===== src/rtl/mips_ctrl_pkg.sv =====
// Shared definitions for the multicycle MIPS control path: state encodings,
// opcode/funct constants, aluop codes and the ALU operation codes.
package mips_ctrl_pkg;

    localparam int unsigned ALUCTRL_W = 3;
    localparam int unsigned STATE_W   = 4;
    localparam int unsigned OP_W      = 6;
    localparam int unsigned FUNCT_W   = 6;
    localparam int unsigned ALUOP_W   = 2;

    typedef enum logic [STATE_W-1:0] {
        S_FETCH   = 4'd0,
        S_DECODE  = 4'd1,
        S_MEMADR  = 4'd2,
        S_MEMRD   = 4'd3,
        S_MEMWB   = 4'd4,
        S_MEMWR   = 4'd5,
        S_RTYPEEX = 4'd6,
        S_RTYPEWB = 4'd7,
        S_BEQEX   = 4'd8,
        S_ADDIEX  = 4'd9,
        S_ADDIWB  = 4'd10,
        S_JEX     = 4'd11
    } state_t;

    localparam logic [OP_W-1:0] OP_RTYPE = 6'b000000;
    localparam logic [OP_W-1:0] OP_LW    = 6'b100011;
    localparam logic [OP_W-1:0] OP_SW    = 6'b101011;
    localparam logic [OP_W-1:0] OP_BEQ   = 6'b000100;
    localparam logic [OP_W-1:0] OP_ADDI  = 6'b001000;
    localparam logic [OP_W-1:0] OP_J     = 6'b000010;

    localparam logic [FUNCT_W-1:0] F_ADD = 6'b100000;
    localparam logic [FUNCT_W-1:0] F_SUB = 6'b100010;
    localparam logic [FUNCT_W-1:0] F_AND = 6'b100100;
    localparam logic [FUNCT_W-1:0] F_OR  = 6'b100101;
    localparam logic [FUNCT_W-1:0] F_SLT = 6'b101010;

    localparam logic [ALUOP_W-1:0] ALUOP_ADD   = 2'b00;
    localparam logic [ALUOP_W-1:0] ALUOP_SUB   = 2'b01;
    localparam logic [ALUOP_W-1:0] ALUOP_FUNCT = 2'b10;

    localparam logic [ALUCTRL_W-1:0] ALU_AND = 3'b000;
    localparam logic [ALUCTRL_W-1:0] ALU_OR  = 3'b001;
    localparam logic [ALUCTRL_W-1:0] ALU_ADD = 3'b010;
    localparam logic [ALUCTRL_W-1:0] ALU_SUB = 3'b110;
    localparam logic [ALUCTRL_W-1:0] ALU_SLT = 3'b111;

    // Datapath controls decoded from the current state, before reset masking.
    typedef struct packed {
        logic       iord;
        logic       memwrite;
        logic       irwrite;
        logic       regdst;
        logic       memtoreg;
        logic       regwrite;
        logic       alusrca;
        logic [1:0] alusrcb;
        logic [1:0] pcsrc;
        logic       pcwrite;
        logic       branch;
    } ctrl_t;

endpackage


===== src/rtl/multicycle_controller_alu_decoder.sv =====
// ALU decoder: maps (aluop, funct) to the ALU operation, flagging unknown funct.
module alu_decoder
    import mips_ctrl_pkg::*;
(
    input  logic [ALUOP_W-1:0]   aluop,
    input  logic [FUNCT_W-1:0]   funct,
    output logic [ALUCTRL_W-1:0] alucontrol_c,
    output logic                 funct_illegal_c
);

    always_comb begin
        alucontrol_c    = ALU_ADD;
        funct_illegal_c = 1'b0;
        case (aluop)
            ALUOP_SUB: alucontrol_c = ALU_SUB;
            ALUOP_FUNCT: begin
                case (funct)
                    F_ADD:   alucontrol_c = ALU_ADD;
                    F_SUB:   alucontrol_c = ALU_SUB;
                    F_AND:   alucontrol_c = ALU_AND;
                    F_OR:    alucontrol_c = ALU_OR;
                    F_SLT:   alucontrol_c = ALU_SLT;
                    default: funct_illegal_c = 1'b1;
                endcase
            end
            default: alucontrol_c = ALU_ADD;
        endcase
    end

endmodule


===== src/rtl/multicycle_controller.sv =====
// Multicycle MIPS control FSM: Moore-decoded datapath selects and enables,
// with pcen the only output that also depends on the ALU zero flag.
module multicycle_controller
    import mips_ctrl_pkg::*;
(
    input  logic                 clk,
    input  logic                 reset,
    input  logic [OP_W-1:0]      op,
    input  logic [FUNCT_W-1:0]   funct,
    input  logic                 zero,
    output logic                 iord,
    output logic                 memwrite,
    output logic                 irwrite,
    output logic                 regdst,
    output logic                 memtoreg,
    output logic                 regwrite,
    output logic                 alusrca,
    output logic [1:0]           alusrcb,
    output logic [ALUCTRL_W-1:0] alucontrol,
    output logic [1:0]           pcsrc,
    output logic                 pcen,
    output logic                 illegal
);

    state_t               state;
    state_t               state_next;
    state_t               dec_state;
    ctrl_t                ctrl;
    logic [ALUOP_W-1:0]   aluop;
    logic                 op_illegal;
    logic [ALUCTRL_W-1:0] alu_dec;
    logic                 funct_illegal;

    always_ff @(posedge clk) begin
        if (reset) state <= S_FETCH;
        else       state <= state_next;
    end

    always_comb begin
        state_next = S_FETCH;
        case (state)
            S_FETCH: state_next = S_DECODE;
            S_DECODE: begin
                case (op)
                    OP_LW, OP_SW: state_next = S_MEMADR;
                    OP_RTYPE:     state_next = S_RTYPEEX;
                    OP_BEQ:       state_next = S_BEQEX;
                    OP_ADDI:      state_next = S_ADDIEX;
                    OP_J:         state_next = S_JEX;
                    default:      state_next = S_FETCH;
                endcase
            end
            S_MEMADR:  state_next = (op == OP_LW) ? S_MEMRD : S_MEMWR;
            S_MEMRD:   state_next = S_MEMWB;
            S_RTYPEEX: state_next = funct_illegal ? S_FETCH : S_RTYPEWB;
            S_ADDIEX:  state_next = S_ADDIWB;
            default:   state_next = S_FETCH;
        endcase
    end

    // During reset the outputs show FETCH selects; enables are masked below.
    assign dec_state = reset ? S_FETCH : state;

    always_comb begin
        ctrl       = '0;
        aluop      = ALUOP_ADD;
        op_illegal = 1'b0;
        case (dec_state)
            S_FETCH: begin
                ctrl.alusrcb = 2'b01;
                ctrl.irwrite = 1'b1;
                ctrl.pcwrite = 1'b1;
            end
            S_DECODE: begin
                ctrl.alusrcb = 2'b11;
                case (op)
                    OP_LW, OP_SW, OP_RTYPE, OP_BEQ, OP_ADDI, OP_J: op_illegal = 1'b0;
                    default: op_illegal = 1'b1;
                endcase
            end
            S_MEMADR, S_ADDIEX: begin
                ctrl.alusrca = 1'b1;
                ctrl.alusrcb = 2'b10;
            end
            S_MEMRD: ctrl.iord = 1'b1;
            S_MEMWB: begin
                ctrl.memtoreg = 1'b1;
                ctrl.regwrite = 1'b1;
            end
            S_MEMWR: begin
                ctrl.iord     = 1'b1;
                ctrl.memwrite = 1'b1;
            end
            S_RTYPEEX: begin
                ctrl.alusrca = 1'b1;
                aluop        = ALUOP_FUNCT;
            end
            S_RTYPEWB: begin
                ctrl.regdst   = 1'b1;
                ctrl.regwrite = 1'b1;
            end
            S_BEQEX: begin
                ctrl.alusrca = 1'b1;
                ctrl.pcsrc   = 2'b01;
                ctrl.branch  = 1'b1;
                aluop        = ALUOP_SUB;
            end
            S_ADDIWB: ctrl.regwrite = 1'b1;
            S_JEX: begin
                ctrl.pcsrc   = 2'b10;
                ctrl.pcwrite = 1'b1;
            end
            default: ctrl = '0;
        endcase
    end

    alu_decoder u_alu_decoder (
        .aluop           (aluop),
        .funct           (funct),
        .alucontrol_c    (alu_dec),
        .funct_illegal_c (funct_illegal)
    );

    assign iord       = ctrl.iord;
    assign regdst     = ctrl.regdst;
    assign memtoreg   = ctrl.memtoreg;
    assign alusrca    = ctrl.alusrca;
    assign alusrcb    = ctrl.alusrcb;
    assign pcsrc      = ctrl.pcsrc;
    assign alucontrol = alu_dec;
    assign memwrite   = ctrl.memwrite & ~reset;
    assign irwrite    = ctrl.irwrite  & ~reset;
    assign regwrite   = ctrl.regwrite & ~reset;
    assign pcen       = (ctrl.pcwrite | (ctrl.branch & zero)) & ~reset;
    assign illegal    = (op_illegal | funct_illegal) & ~reset;

endmodule


===== config.mk =====
export PLATFORM = sky130hd
export DESIGN_NAME = multicycle_controller
export DESIGN_NICKNAME = d
export VERILOG_FILES = /design/src/rtl/mips_ctrl_pkg.sv /design/src/rtl/multicycle_controller_alu_decoder.sv /design/src/rtl/multicycle_controller.sv
export SDC_FILE = /design/constraint.sdc
export NUM_CORES = 1
export LEC_CHECK = 0
export BUFFER_PORTS_ARGS = -buffer_cell sky130_fd_sc_hd__buf_2
export CAP_MARGIN = 0
export CORE_MARGIN = 4
export CORE_UTILIZATION = 45
export DETAILED_ROUTE_END_ITERATION = 8
export GPL_TIMING_DRIVEN = 0
export HOLD_SLACK_MARGIN = 0.1
export MAX_ROUTING_LAYER = met4
export PLACE_DENSITY = 0.78
export SLEW_MARGIN = 25
export SYNTH_ARGS = -nofsm -noshare
export SYNTH_HDL_FRONTEND = slang
export SYNTH_SLANG_ARGS = --single-unit

===== constraint.sdc =====
create_clock -name clk -period 2.3 [get_ports clk]
set_input_delay 0.115 -clock clk [delete_from_list [all_inputs] [get_ports clk]]
set_output_delay 0.115 -clock clk [all_outputs]
set_load 0.01 [all_outputs]

; ---- Word level (Yosys, flattened, before mapping)
; Cells that the tools add are included.
[op_classes]
bitwise = 9
mux = 23
n_reduce_logical = 11
eq_ne = 28
[op_table]
columns = op, count
row1 = $eq 6x6->1 const B, 7
row2 = $pmux 4 s6, 1
row3 = $eq 4x3->1 const B, 5
row4 = $eq 4x4->1 const B, 5
row5 = $pmux 4 s5, 1
row6 = $eq 4x2->1 const B, 4
row7 = $mux 1, 13
row8 = $pmux 3 s4, 1
row9 = $eq 4x1->1 const B, 2
row10 = $logic_not 4->1, 2
row11 = $pmux 2 s2, 2
row12 = $reduce_or 2->1, 4
row13 = $and 1x1->1, 6
row14 = $eq 6x2->1 const B, 1
row15 = $eq 6x3->1 const B, 1
row16 = $eq 6x4->1 const B, 1
row17 = $logic_not 6->1, 1
row18 = $mux 3, 2
row19 = $pmux 2 s3, 1
row20 = $pmux 3 s2, 1
row21 = $reduce_or 6->1, 1
row22 = $reduce_or 5->1, 1
row23 = $mux 4, 1
row24 = $reduce_or 4->1, 1
row25 = 5 further kinds, 6
[totals]
regBits = 4
elab_cells = 72

; ---- Longest topological paths before layout
; Gate-level depths: netlist of the first run.
[depth]
word_depth = 7
ltp_mapped = 8

; ---- Modules after synthesis
; Synthesis of the first run repeated with hierarchy kept, for this count alone.
[unflattened]
hier_cells = 91
hier_area_um2 = 620.6
[modules_own_cells]
columns = mod, area_per_inst_um2, instances, seq_area_each_um2, cells_per_inst
row1 = multicycle_controller, 471.7, 1, 80.1, 71
row2 = alu_decoder, 148.9, 1, 0.0, 20

; ---- Worst setup path before layout of the first run
; No wires, ideal clock.
[synth_timing]
path_kind = register -> output
start = register state[3]
end = output port alucontrol[1]
path_stages_with_launch = 8
required_time_ps = 2185
t_arrival_ps = 1656
n_path_buf = 1
path_slack_ps = 529
path_cell_list = dfxtp_1 -> clkbuf_1 -> and3_1 -> inv_1 -> ha_1 -> inv_1 -> a21oi_1 -> or3_1
[synth_via]
elab_chain_cells = 5
elab_cells_between_ends = 7
[synth_lines]
columns = item, line
row1 = from (decl), multicycle_controller.sv:25  ; state_t state;
row2 = from (signal assigned), multicycle_controller.sv:36  ; else state <= state_next;
row3 = $mux 4 (*), multicycle_controller.sv:62  ; assign dec_state = reset ? S_FETCH : state;
row4 = $eq 4x4->1 or $eq 4x3->1 (tied branches), multicycle_controller.sv:68  ; case (dec_state)
row5 = $pmux 2 s2 (*), multicycle_controller.sv:68
row6 = $eq 2x2->1 or $eq 2x1->1 (tied branches), multicycle_controller_alu_decoder.sv:14  ; case (aluop)
row7 = $pmux 3 s2 (*), multicycle_controller_alu_decoder.sv:14
row8 = to (decl), multicycle_controller.sv:19  ; output logic [ALUCTRL_W-1:0] alucontrol,
; Every way passes the cells marked *; elsewhere a longest branch is shown, timed or not.

; ---- Worst setup path after layout of the first run
; Ends and elaborated chain as after synthesis.

==> results of run 1 <==
==> worst register-to-register path: stages, from the launching register on <==
cell	delay (ns)
dfxtp_1	0.43
clkbuf_2	0.25
and3_1	0.20
inv_1	0.06
ha_1	0.23
inv_1	0.08
a31o_1	0.12
nand4b_1	0.17
a31oi_1	0.18
==> per-stage QoR <==
| stage | power (W) | hold slack (ns) |
|---|---|---|
| 5_1_grt | 0.000261 | 0.309 |
| 4_1_cts | 0.000243 | 0.287 |
| 3_3_place_gp | 0.000155 | 0.520 |
| 2_1_floorplan | 0.000123 | 0.345 |
| 6_report | 0.000241 | 0.285 |
| 3_5_place_dp | 0.000156 | 0.526 |
==> logic make-up (layout without fill, tap and decap cells) <==
| family | after synthesis | in the layout | share of synthesized area |
|---|---|---|---|
| AND/OR/NAND/NOR | 47 | 47 | 0.426 |
| AO/OA/AOI/OAI | 25 | 25 | 0.278 |
| buffers and inverters | 9 | 42 | 0.0564 |
| flip-flops | 4 | 4 | 0.125 |
| adder cells (fa/ha/maj) | 3 | 3 | 0.0584 |
| XOR/XNOR | 3 | 3 | 0.0409 |
| multiplexers | 1 | 1 | 0.0156 |
==> path summary, 6_finish.rpt <==
path         depth (start not counted)             to  startpoint  slack [ns]
max reg2reg                          8       state[1]    state[3]        0.50
min                                  4       state[0]       op[5]        0.29
min reg2reg                          2       state[3]    state[3]        0.60
max                                  8  alucontrol[1]    state[3]        0.19
==> cells in the final DEF, fill, tap and decap left out, types with 2 or more instances in the layout <==
cell      synthesis  layout
xor2_1            2       2
inv_1             4       4
a21oi_1           6       6
a31oi_1           3       3
dfxtp_1           4       4
ha_1              3       3
clkbuf_4          0       3
buf_2             2      32
o211ai_1          2       2
nand2_1           3       3
nor3_1            9       9
nor3b_1           2       2
a32oi_1           2       2
nor2b_1           3       3
nand2b_1          5       5
nor2_1           11      11
nor3_2            2       2
and3_1            3       3
==> per-layer routing <==
metal,routed length (um),part of all wire
met5,0,0
met2,827,0.50
met1,696,0.42
met3,117,0.070
met4,26,0.016
==> repair_timing <==
item / in CTS / in global routing
endpoints found under the setup margin: 0 / 1
gates resized for setup: 0 / 2
hold buffers: 0 / 0
==> report_power, final <==
group	leakage [nW]	internal [W]	switching, W	total, W
combinational	0.324	0.0000363	0.0000433	0.0000796
sequential	0.0326	0.0000719	0.00000333	0.0000753
clock	0.0138	0.0000583	0.0000280	0.0000863
total	0.371	0.000166	0.0000746	0.000241
==> final cells by class <==
class / instances / area (sq um)
Inverter: 4 / 15.0
Fill cell: 125 / 482
Tap cell: 15 / 18.8
Multi-Input combinational cell: 79 / 527
Timing Repair Buffer: 30 / 150
Buffer: 5 / 22.5
Sequential cell: 4 / 80.1
Clock buffer: 3 / 22.5
==> cell usage after synthesis (all sizes together), types with 2 or more instances <==
| cell | n | area, sq um |
|---|---|---|
| a21oi | 6 | 30.0 |
| clkbuf | 2 | 7.51 |
| buf | 3 | 13.8 |
| a32oi | 2 | 17.5 |
| xor2 | 2 | 17.5 |
| inv | 4 | 15.0 |
| dfxtp | 4 | 80.1 |
| a31oi | 3 | 18.8 |
| nand2 | 3 | 11.3 |
| nor2 | 11 | 41.3 |
| or3 | 2 | 17.5 |
| o211ai | 2 | 15.0 |
| nor2b | 3 | 18.8 |
| and3 | 3 | 18.8 |
| ha | 3 | 37.5 |
| nand2b | 5 | 31.3 |
| nor3 | 11 | 65.1 |
| o21ai | 2 | 10.0 |
| nor3b | 3 | 27.5 |
==> flow_metrics.py, run 1 <==
metrics = {
    "setup_path": {
        "crit_buf_inv": 4,
        "worstSetupPathType": "flip-flop to output port",
        "crit_arrival_ns": 2.00,
        "crit_family": "buffers and inverters",
        "required_ns": 2.18,
        "cp_max_fo": 10,
        "cp_slowest_cell": "dfxtp_1",
        "path_common_cell": "inv_1",
        "endpoint_kind": "output port",
        "critPathLaunchType": "flip-flop",
        "worstPathCellList": "clkbuf_2 -> and3_1 -> inv_1 -> ha_1 -> inv_1 -> a21oi_1 -> or3_1 -> buf_2",
        "slowest_delay_ns": 0.43,
    },
    "detailed_routing": {
        "drtIter0Drc": 10,
        "via_count": 789,
        "drc_errors": 0,
        "drtPass1Iterations": 4,
        "wl_mm": 1.67,
        "avgViaCountPerCell": 5.64,
        "antenna_left": 0,
        "routedWlPerCell_um": 11.9,
    },
    "cts": {
        "tritoncts": "done",
        "cts_buffers": 3,
        "htree_levels": 1,
        "path_clk_slew_ns": 0.03,
        "clk_path_buf_depth": 2,
        "cts_setup_buffers": 0,
        "cts_root_buf": "clkbuf_4",
        "clock_latency_ns": 0.24,
        "cts.sinks": 4,
    },
    "timing": {
        "max_freq_mhz": 474,
        "worst_slack_ns": 0.189,
        "worst_pin_slew_ns": 0.457,
        "slew-limit-headroom": 0.695,
        "period_share": 0.918,
        "setup_tns_ns": 0,
        "drv_slew": 0,
        "hold_violations": 0,
        "rsz0062_at_grt": "no",
        "setup_violations": 0,
        "fin_crit_ns": 2.11,
        "clock_skew_ns": 0.00195,
    },
    "synthesis": {
        "yosys_warnings": 0,
        "syn_area_per_cell_sq_um": 6.99,
        "synth_edf_count": 0,
        "async_reset_ff_frac": 0,
        "seq_area_frac_synth": 0.125,
        "ys.flop_type": "dfxtp_1",
        "syn_nets": 110,
        "synth_area_sq_um": 643,
        "synthCells": 92,
        "synth_cell_types": 42,
        "synth_seq_cells": 4,
    },
    "layout": {
        "reg_top3": "state: 4 flops",
        "diodes": 0,
        "largest_reg_flops": 4,
        "final_nets": 145,
        "final_cells": 140,
        "layout-drive-gt1-share": 0.328,
        "syn2layout_area_growth_pct": 30.0,
        "final_area_sq_um": 836,
        "fin_util": 0.634,
        "top_register": "state",
    },
    "place": {
        "io_buffers": 30,
        "dp_hpwl_mm": 1.35,
        "placed_cells": 137,
        "placed_area_sq_um": 812,
        "preCtsSetupSlack_ns": 0.321,
        "gp_congestion": 0.812,
    },
    "floorplanning": {
        "std_cell_rows": 13,
        "ios": 31,
        "die-width_um": 45.8,
        "initial_core_util": 0.488,
        "die_y_um": 45.8,
        "core_sq_mm": 0.00132,
        "fp.dieArea_sq_mm": 0.00210,
    },
    "power": {
        "pwr_density_cell_mw_per_mm2": 288,
        "p_leak_nw": 0.371,
        "ir_drop_uv": 274,
    },
    "grt": {
        "antenna_found_initial": 0,
        "grt_pass1_wl_mm": 2.97,
        "grt_start_max_net_pins": 11,
        "grtUsageMet3": 0.0474,
        "grt_pass1_vias": 723,
        "grt_overflow_total": 0,
        "grtUsageMet2": 0.331,
        "grt_util_all_layers": 0.195,
        "top_usage_layer": "met2",
        "gr-usage-met1": 0.220,
    },
    "job": {
        "drv_cap": 0,
    },
    "min_path": {
        "hold_class": "input port to flip-flop",
    },
    "run_status": {
        "status": "finished clean",
    },
}
Power figures use the tool's default switching activity.
==> run 2: changes to the inputs <==
CORE_UTILIZATION = 48   (was 45)
PLACE_DENSITY = 0.83   (was 0.78)
clock period = 2.65 ns   (was 2.3 ns; I/O delays follow)
==> run 2 against run 1 <==
Net effect:
- via count is 0.25% lower
- clock skew is 0.00071 ns lower
- flip-flop and latch count stayed put
- register-to-register slack better by 0.18 ns
- critical path depth stayed put
- hold slack better by 0.016 ns
- non-clock buffer count stayed put
- wire length is 3.8% higher
- sequential power is 13% lower
- global-route usage is 0.68 points higher
- cell area is 0.30% lower
- combinational power is 12% lower
- largest cell class unchanged
==> flow_metrics.py, run 2 (synthesis results as in run 1) <==
metrics = {
    "layout": {
        "final_cell_mix": "32 x buf_2, 11 x nor2_1, 9 x nor3_1",
        "syn2layout_area_growth_pct": 29.6,
        "seq_area_sq_um": 80.1,
        "final.fill_count": 112,
        "multiInputGateArea_sq_um": 527,
        "final_nets": 145,
        "largest_reg_flops": 4,
        "fin_util": 0.703,
        "diodes": 0,
        "final_area_sq_um": 833,
        "final_common_cell": "buf_2",
        "layout-drive-gt1-share": 0.320,
        "top_register": "state",
        "reg_top3": "state: 4 flops",
    },
    "detailed_routing": {
        "drtPass1Iterations": 4,
        "wl_mm": 1.73,
        "via_count": 787,
        "antenna_left": 0,
        "routedWlPerCell_um": 12.4,
        "drc_errors": 0,
        "avgViaCountPerCell": 5.66,
        "drtIter0Drc": 15,
    },
    "min_path": {
        "hold_class": "input port to flip-flop",
    },
    "run_status": {
        "status": "finished clean",
    },
    "cts": {
        "ctsResizeCount": 0,
        "tritoncts": "done",
        "path_clk_slew_ns": 0.04,
        "cts_root_buf": "clkbuf_4",
        "cts_setup_buffers": 0,
        "ctsHoldBuffers": 0,
        "htree_levels": 1,
        "cts.sinks": 4,
        "clock_latency_ns": 0.24,
        "cts_buffers": 3,
        "clk_path_buf_depth": 2,
    },
    "timing": {
        "max_freq_mhz": 437,
        "rsz0062_at_grt": "no",
        "clock_skew_ns": 0.00124,
        "slew-limit-headroom": 0.704,
        "fin_crit_ns": 2.29,
        "drv_slew": 0,
        "hold_violations": 0,
        "period_share": 0.864,
        "worst_pin_slew_ns": 0.444,
        "setup_tns_ns": 0,
        "setup_violations": 0,
    },
    "power": {
        "ir_drop_uv": 362,
        "pwr_density_cell_mw_per_mm2": 254,
        "p_leak_nw": 0.367,
    },
    "setup_path": {
        "endpoint_kind": "output port",
        "cp_max_fo": 10,
        "required_ns": 2.52,
        "crit_arrival_ns": 2.16,
        "worstSetupPathType": "flip-flop to output port",
        "critPathLaunchType": "flip-flop",
    },
    "grt": {
        "grt_util_all_layers": 0.202,
        "antenna_found_initial": 0,
        "grt_start_max_net_pins": 11,
        "grt_pass1_vias": 693,
        "grt_overflow_total": 0,
        "grt_pass1_wl_mm": 2.94,
    },
    "floorplanning": {
        "die-width_um": 44.6,
        "std_cell_rows": 12,
        "die_y_um": 44.6,
        "core_sq_mm": 0.00119,
        "ios": 31,
        "fp.dieArea_sq_mm": 0.00199,
        "initial_core_util": 0.542,
    },
    "place": {
        "dp_hpwl_mm": 1.43,
        "io_buffers": 30,
        "placed_area_sq_um": 811,
        "gp_congestion": 0.821,
    },
    "job": {
        "drv_cap": 0,
    },
}
-- run 2: where the power goes --
group	internal, W	switching [W]
Combinational	0.0000314	0.0000388
Sequential	0.0000624	0.00000298
Clock	0.0000507	0.0000254
-- run 2: through the flow --
| step | power, W | instances | setup WS [ns] | hold WS [ns] |
|---|---|---|---|---|
| after floorplan | 0.000107 | 92 | 0.861 | 0.363 |
| after global placement | 0.000134 | 136 | 0.676 | 0.539 |
| after detailed placement | 0.000136 | 136 | 0.635 | 0.545 |
| after CTS | 0.000213 | 139 | 0.374 | 0.302 |
| after global routing | 0.000231 | 139 | 0.234 | 0.336 |
| final | 0.000212 | 139 | 0.360 | 0.301 |
-- run 2: cell type report --
class                           count  area share
Tap cell                           14      0.0210
Sequential cell                     4      0.0961
Clock buffer                        3      0.0270
Multi-Input combinational cell     79       0.632
Timing Repair Buffer               30       0.180
Buffer                              5      0.0255
Inverter                            4      0.0180
-- run 2: worst paths after layout --
| check | endpoint | slack [ns] | cells after the start | startpoint |
|---|---|---|---|---|
| hold reg to reg | state[3] | 0.59 | 2 | state[3] |
| setup reg to reg | state[1] | 0.68 | 8 | state[3] |
| hold / removal | state[1] | 0.30 | 4 | op[4] |
| setup / recovery | alucontrol[1] | 0.36 | 8 | state[3] |
-- run 2: routing by layer --
layer | vias up | track usage | part of all wire
met3 | 0 | 0.0650 | 0.067
met5 | - | - | 0
li1 | 406 | - | -
met2 | 24 | 0.324 | 0.48
met4 | 0 | 0.0422 | 0
met1 | 357 | 0.243 | 0.45
-- run 2: critical path, stage by stage, from the launching register on --
cell and delay [ns]:
dfxtp_1 0.43, clkbuf_1 0.37, and3_1 0.26, inv_1 0.07, ha_1 0.23, inv_1 0.08
a21oi_1 0.04, or3_1 0.30, buf_2 0.14
